File: src/rtl/lzrw1_decompressor_if.sv
// lzrw1_decompressor_if: compressed-item handshake and reconstructed-byte output of the LZRW1 decompressor
interface lzrw1_decompressor_if;
  logic [15:0] data_in;
  logic control_word_in;
  logic data_in_valid;
  logic [7:0] decompressed_byte;
  logic out_valid;
  logic decompressor_busy;
  modport master(output data_in, control_word_in, data_in_valid,
                 input decompressed_byte, out_valid, decompressor_busy);
  modport slave(input data_in, control_word_in, data_in_valid,
                output decompressed_byte, out_valid, decompressor_busy);
endinterface

File: src/rtl/lzrw1_decompressor.sv
// lzrw1_decompressor: streaming LZRW1 decoder, one literal or copy item in, one byte per cycle out
module lzrw1_decompressor #(
  parameter int HISTORY_SIZE = 256
) (
  input logic clock,
  input logic reset,
  lzrw1_decompressor_if.slave bus
);
  localparam int AW = $clog2(HISTORY_SIZE);
  typedef enum logic {IDLE, EMIT} state_t;
  state_t state_q, state_d;
  logic [11:0] off_q, off_d;
  logic cw_q, cw_d;
  logic [4:0] cnt_q, cnt_d;
  logic [AW-1:0] wp_q, wp_d;
  logic [7:0] byte_q, byte_d;
  logic ov_q, ov_d;
  logic we;
  logic [7:0] emit_b;
  logic [7:0] hist_q [HISTORY_SIZE];
  // a literal's byte shares the low offset field, so only the offset is kept
  assign emit_b = cw_q ? hist_q[wp_q - AW'(off_q)] : off_q[7:0];
  assign bus.decompressed_byte = byte_q;
  assign bus.out_valid = ov_q;
  assign bus.decompressor_busy = state_q == EMIT;
  always_comb begin
    state_d = state_q;
    off_d = off_q;
    cw_d = cw_q;
    cnt_d = cnt_q;
    wp_d = wp_q;
    byte_d = byte_q;
    ov_d = 1'b0;
    we = 1'b0;
    if (state_q == IDLE) begin
      if (bus.data_in_valid) begin
        state_d = EMIT;
        off_d = {bus.data_in[15:12], bus.data_in[7:0]};
        cw_d = bus.control_word_in;
        cnt_d = bus.control_word_in ? {1'b0, bus.data_in[11:8]} + 5'd3 : 5'd1;
      end
    end else begin
      byte_d = emit_b;
      ov_d = 1'b1;
      we = 1'b1;
      wp_d = wp_q + AW'(1);
      cnt_d = cnt_q - 5'd1;
      state_d = cnt_q == 5'd1 ? IDLE : EMIT;
    end
  end
  always_ff @(posedge clock or negedge reset) begin
    if (!reset) begin
      state_q <= IDLE;
      off_q <= '0;
      cw_q <= 1'b0;
      cnt_q <= '0;
      wp_q <= '0;
      byte_q <= '0;
      ov_q <= 1'b0;
    end else begin
      state_q <= state_d;
      off_q <= off_d;
      cw_q <= cw_d;
      cnt_q <= cnt_d;
      wp_q <= wp_d;
      byte_q <= byte_d;
      ov_q <= ov_d;
    end
  end
  always_ff @(posedge clock) begin
    if (we) hist_q[wp_q] <= emit_b;
  end
endmodule

File: src/flat_wrapper.sv
// flat-port wrapper written by rule: the top's interface ports become plain ports
module lzrw1_decompressor_flat 
#(
  parameter int HISTORY_SIZE = 256
)
  (clock, reset, bus_data_in, bus_control_word_in, bus_data_in_valid, bus_decompressed_byte, bus_out_valid, bus_decompressor_busy);
  lzrw1_decompressor_if bus_i ();
  input logic clock;
  input logic reset;
  input wire logic [$bits(bus_i.data_in)-1:0] bus_data_in;
  input wire logic [$bits(bus_i.control_word_in)-1:0] bus_control_word_in;
  input wire logic [$bits(bus_i.data_in_valid)-1:0] bus_data_in_valid;
  output wire logic [$bits(bus_i.decompressed_byte)-1:0] bus_decompressed_byte;
  output wire logic [$bits(bus_i.out_valid)-1:0] bus_out_valid;
  output wire logic [$bits(bus_i.decompressor_busy)-1:0] bus_decompressor_busy;
  assign bus_i.data_in = bus_data_in;
  assign bus_i.control_word_in = bus_control_word_in;
  assign bus_i.data_in_valid = bus_data_in_valid;
  assign bus_decompressed_byte = bus_i.decompressed_byte;
  assign bus_out_valid = bus_i.out_valid;
  assign bus_decompressor_busy = bus_i.decompressor_busy;
  lzrw1_decompressor #(.HISTORY_SIZE(HISTORY_SIZE)) u_core (.clock(clock), .reset(reset), .bus(bus_i));
endmodule
File: config.mk
export PLATFORM = sky130hd
export DESIGN_NAME = lzrw1_decompressor_flat
export DESIGN_NICKNAME = d
export VERILOG_FILES = /design/src/rtl/lzrw1_decompressor_if.sv /design/src/rtl/lzrw1_decompressor.sv /design/src/flat_wrapper.sv
export SDC_FILE = /design/constraint.sdc
export NUM_CORES = 2
export LEC_CHECK = 0
export CAP_MARGIN = 20
export CORE_ASPECT_RATIO = 1.1
export CORE_MARGIN = 2
export CORE_UTILIZATION = 47
export DETAILED_ROUTE_END_ITERATION = 6
export HOLD_SLACK_MARGIN = 0.1
export SLEW_MARGIN = 20
export SYNTH_ARGS = -nofsm -noshare
export SYNTH_HDL_FRONTEND = slang
export SYNTH_SLANG_ARGS = --single-unit
File: constraint.sdc
create_clock -name clock -period 15.54 [get_ports clock]
set_clock_uncertainty 0.1 [all_clocks]
set_input_delay 3.108 -clock clock [delete_from_list [all_inputs] [get_ports clock]]
set_output_delay 3.108 -clock clock [all_outputs]
set_load 0.03 [all_outputs]
==> summary.md <==
| Metric | Value |
|---|---|
| Layout Utilization | `a little over half` |
| Net count, final | `4,243` |
| First-pass GRT wire length | `286,000 um` |
| Final hold viol count | `0` |
| GR met1 Demand/Resource | `between 30 and 40%` |
| Worst path buffer plus inverter count | `5` |
| Die Width | `401 um` |
| Req. time, crit path | `around 16 ns` |
| CORE AREA | `0.173 mm2` |
| Met3 GRT Util | `between 3 and 4%` |
| Startpoint Class | `flip-flop` |
| CP Class | `flip-flop to flip-flop` |
| Total gr overflow | `0` |
| Yosys top cell area share | `between 70% and 80%` |
| Top Ports | `30` |
| Crit share post-route | `approximately 51%` |
| Slowest cell on the critical path | `fa_4` |
| Cell with the most instances after synthesis | `edfxtp_1` |
| Worst path most repeated cell | `buf_4` |
| Average routed wire per standard cell | `30.1 um` |
| Via count | `roughly 40,000` |
| CTS Hold Buffers Added | `0` |
| Setup TNS Final | `0 ns` |
| Async set or reset register ratio after synthesis | `under 10%` |
| Seq/Total Area, Yosys | `between 70% and 80%` |
| Die area | `between 0.15 and 0.2 mm2` |
| DRT iter0 DRCs | `4,205` |
| Placement Setup Slack | `about 7.6 ns` |
| Synthesized flop and latch total | `between 2,000 and 2,500` |
| Setup Buffers After CTS | `0` |
| Gr busiest metal | `met2` |
| Yosys top cell by area | `edfxtp_1` |
| DP Wirelength | `~110,000 um` |
| Crit path DAT | `8.30 ns` |
| Die Span Y | `441 um` |
| Main synth FF type | `edfxtp_1` |
| Clk sinks | `roughly 2,100` |
| GRT met2 Usage | `36.7%` |
| Fin crit period | `slightly below 8 ns` |
| CP Capture Type | `flip-flop` |
| RSZ-0062 raised after global routing | `false` |
| Mapped Area | `around 0.082 mm2` |
| I/O Buffers | `25` |
| Kind of cell adding the most delay to the critical path | `buffers and inverters` |
| Worst-path cell chain | `inv_1, ha_1, fa_4, buf_12, buf_4, mux4_2, nand2_1, nand3_1, a32oi_1, a21oi_1, nor3_1, nand3_1, a21boi_4, buf_4, buf_4` |
| HP Class | `flip-flop to flip-flop` |
| Setup WS post-layout | `7.64 ns` |
| Post-synth EDFFs | `2,048` |
| Vias in the first global route | `just over 40,000` |
| Drt pass-1 iters | `6` |
| Design area | `about 0.091 mm2` |
| Post-synth cell types | `57` |
| CP max FO | `around 100` |
| Share of cells above drive strength 1 | `a little over a fifth` |
| Post-route antenna net violation count | `0` |
| Rows | `160` |
| Status | `finished, final reports clean` |
| Layout area overhead | `11.7%` |
| Max-slew violation count | `0` |
| Synth Warn # | `0` |
| Most frequent cells after synthesis | `2,048 x edfxtp_1, 524 x mux4_2, 406 x nand2_1` |
| CTS tree | `done` |
| Ranking of synthesized cells by area | `edfxtp_1 75%, mux4_2 14%, nand2_1 1.9%` |
| Clk buf depth | `3` |
| Gate Count Post-Synth | `about 4,100` |
| Worst-path clk slew | `~0.06 ns` |
| Max Cap Viol | `0` |
| CTS H-tree depth | `4` |
| RD Place Congestion | `~0.83` |
| Gr usage total | `22.6%` |
| Largest net degree at the start of global routing | `about 210` |
| Initial antenna violation count | `5` |
| Max Clk Rate | `about 130 MHz` |
| Dpl cell area | `0.0849 mm2` |
| Post-Route WL | `200,000 um` |
| Clock Tree Root | `clkbuf_16` |
| Worst Tran Pin Value | `between 1 and 1.5 ns` |
| CTS Buf Count | `slightly below 200` |
| Initial Utilization | `between 40% and 50%` |
| Worst slew margin | `22.7%` |
| CP peak stage delay | `around 1.3 ns` |
| Post-route DRC violation count | `0` |
| Final setup viols | `0` |
| Syn Nets | `4,162` |
| Worst-skew pair later-pin latency | `~0.85 ns` |
| Syn avg cell area | `a little under 20 um2` |
| Vias per Instance | `6.00` |
| Post-CTS sizing | `0` |
==> metal layers <==
layer | up-vias | wire length (um)
li1 | 16900 | -
met1 | 21200 | 82100
met2 | 1458 | 97900
met3 | 316 | 13000
met4 | 2 | 6820
met5 | - | 13
==> flip-flops by register name, summed over array words and instances, names as in the netlist <==
name,count
u_core.bus.decompressor_busy,1
u_core.bus.decompressed_byte,8
u_core.cw_q,1
u_core.cnt_q,5
u_core.hist_q,2048
u_core.off_q,8
u_core.bus.out_valid,1
u_core.wp_q,8
==> cells by family after synthesis <==
logic type	synth area share, %
buffers and inverters	1.42
XOR/XNOR	0.192
flip-flops	76.3
AND/OR/NAND/NOR	5.14
AO/OA/AOI/OAI	1.26
multiplexers	15.4
adder cells (fa/ha/maj)	0.254
==> stage by stage <==
stage,cells,hold WS (ns)
6_report,6641,0.411
5_1_grt,6638,0.440
4_1_cts,6637,0.414
3_5_place_dp,6274,0.399
3_3_place_gp,6273,0.390
2_1_floorplan,4126,0.406
==> cell usage in the layout (no fill, tap or decap), types with 48 or more instances in the layout <==
cell | synthesis | final
edfxtp_1 | 2048 | 2048
nand3_1 | 251 | 245
nor2_1 | 255 | 253
clkbuf_1 | 132 | 48
clkinv_1 | 0 | 48
mux2i_1 | 71 | 71
nand2_1 | 406 | 405
clkbuf_16 | 0 | 208
a21oi_1 | 55 | 52
buf_4 | 21 | 81
mux4_2 | 524 | 524
==> final timing paths <==
path                                                      start                         endpoint  slack (ns)  cells after the start
min in group asynchronous                                 reset                  u_core.cnt_q[4]        2.28                      1
worst min-delay path            u_core.bus.decompressed_byte[7]  u_core.bus.decompressed_byte[7]        0.41                      1
worst max register to register                   u_core.wp_q[0]             u_core.hist_q[27][4]        7.64                     15
worst min register to register  u_core.bus.decompressed_byte[7]  u_core.bus.decompressed_byte[7]        0.41                      1
max in group asynchronous                                 reset                   u_core.wp_q[2]       12.43                      1
worst max-delay path                             u_core.wp_q[0]             u_core.hist_q[27][4]        7.64                     15
==> area by class of cell <==
type / instances / area, um2
fillers: 13500 / 81600
diodes: 3 / 7.51
multi-input cells: 1780 / 18500
well taps: 2268 / 2840
clock buffers: 261 / 5450
repair buffers: 126 / 1220
clock inverters: 102 / 846
inverters: 21 / 78.8
flip-flops and latches: 2080 / 62300
Power is left out: the tool's default activity adds up to more than one toggle a clock period on the data nets, which glitch-free logic cannot reach.
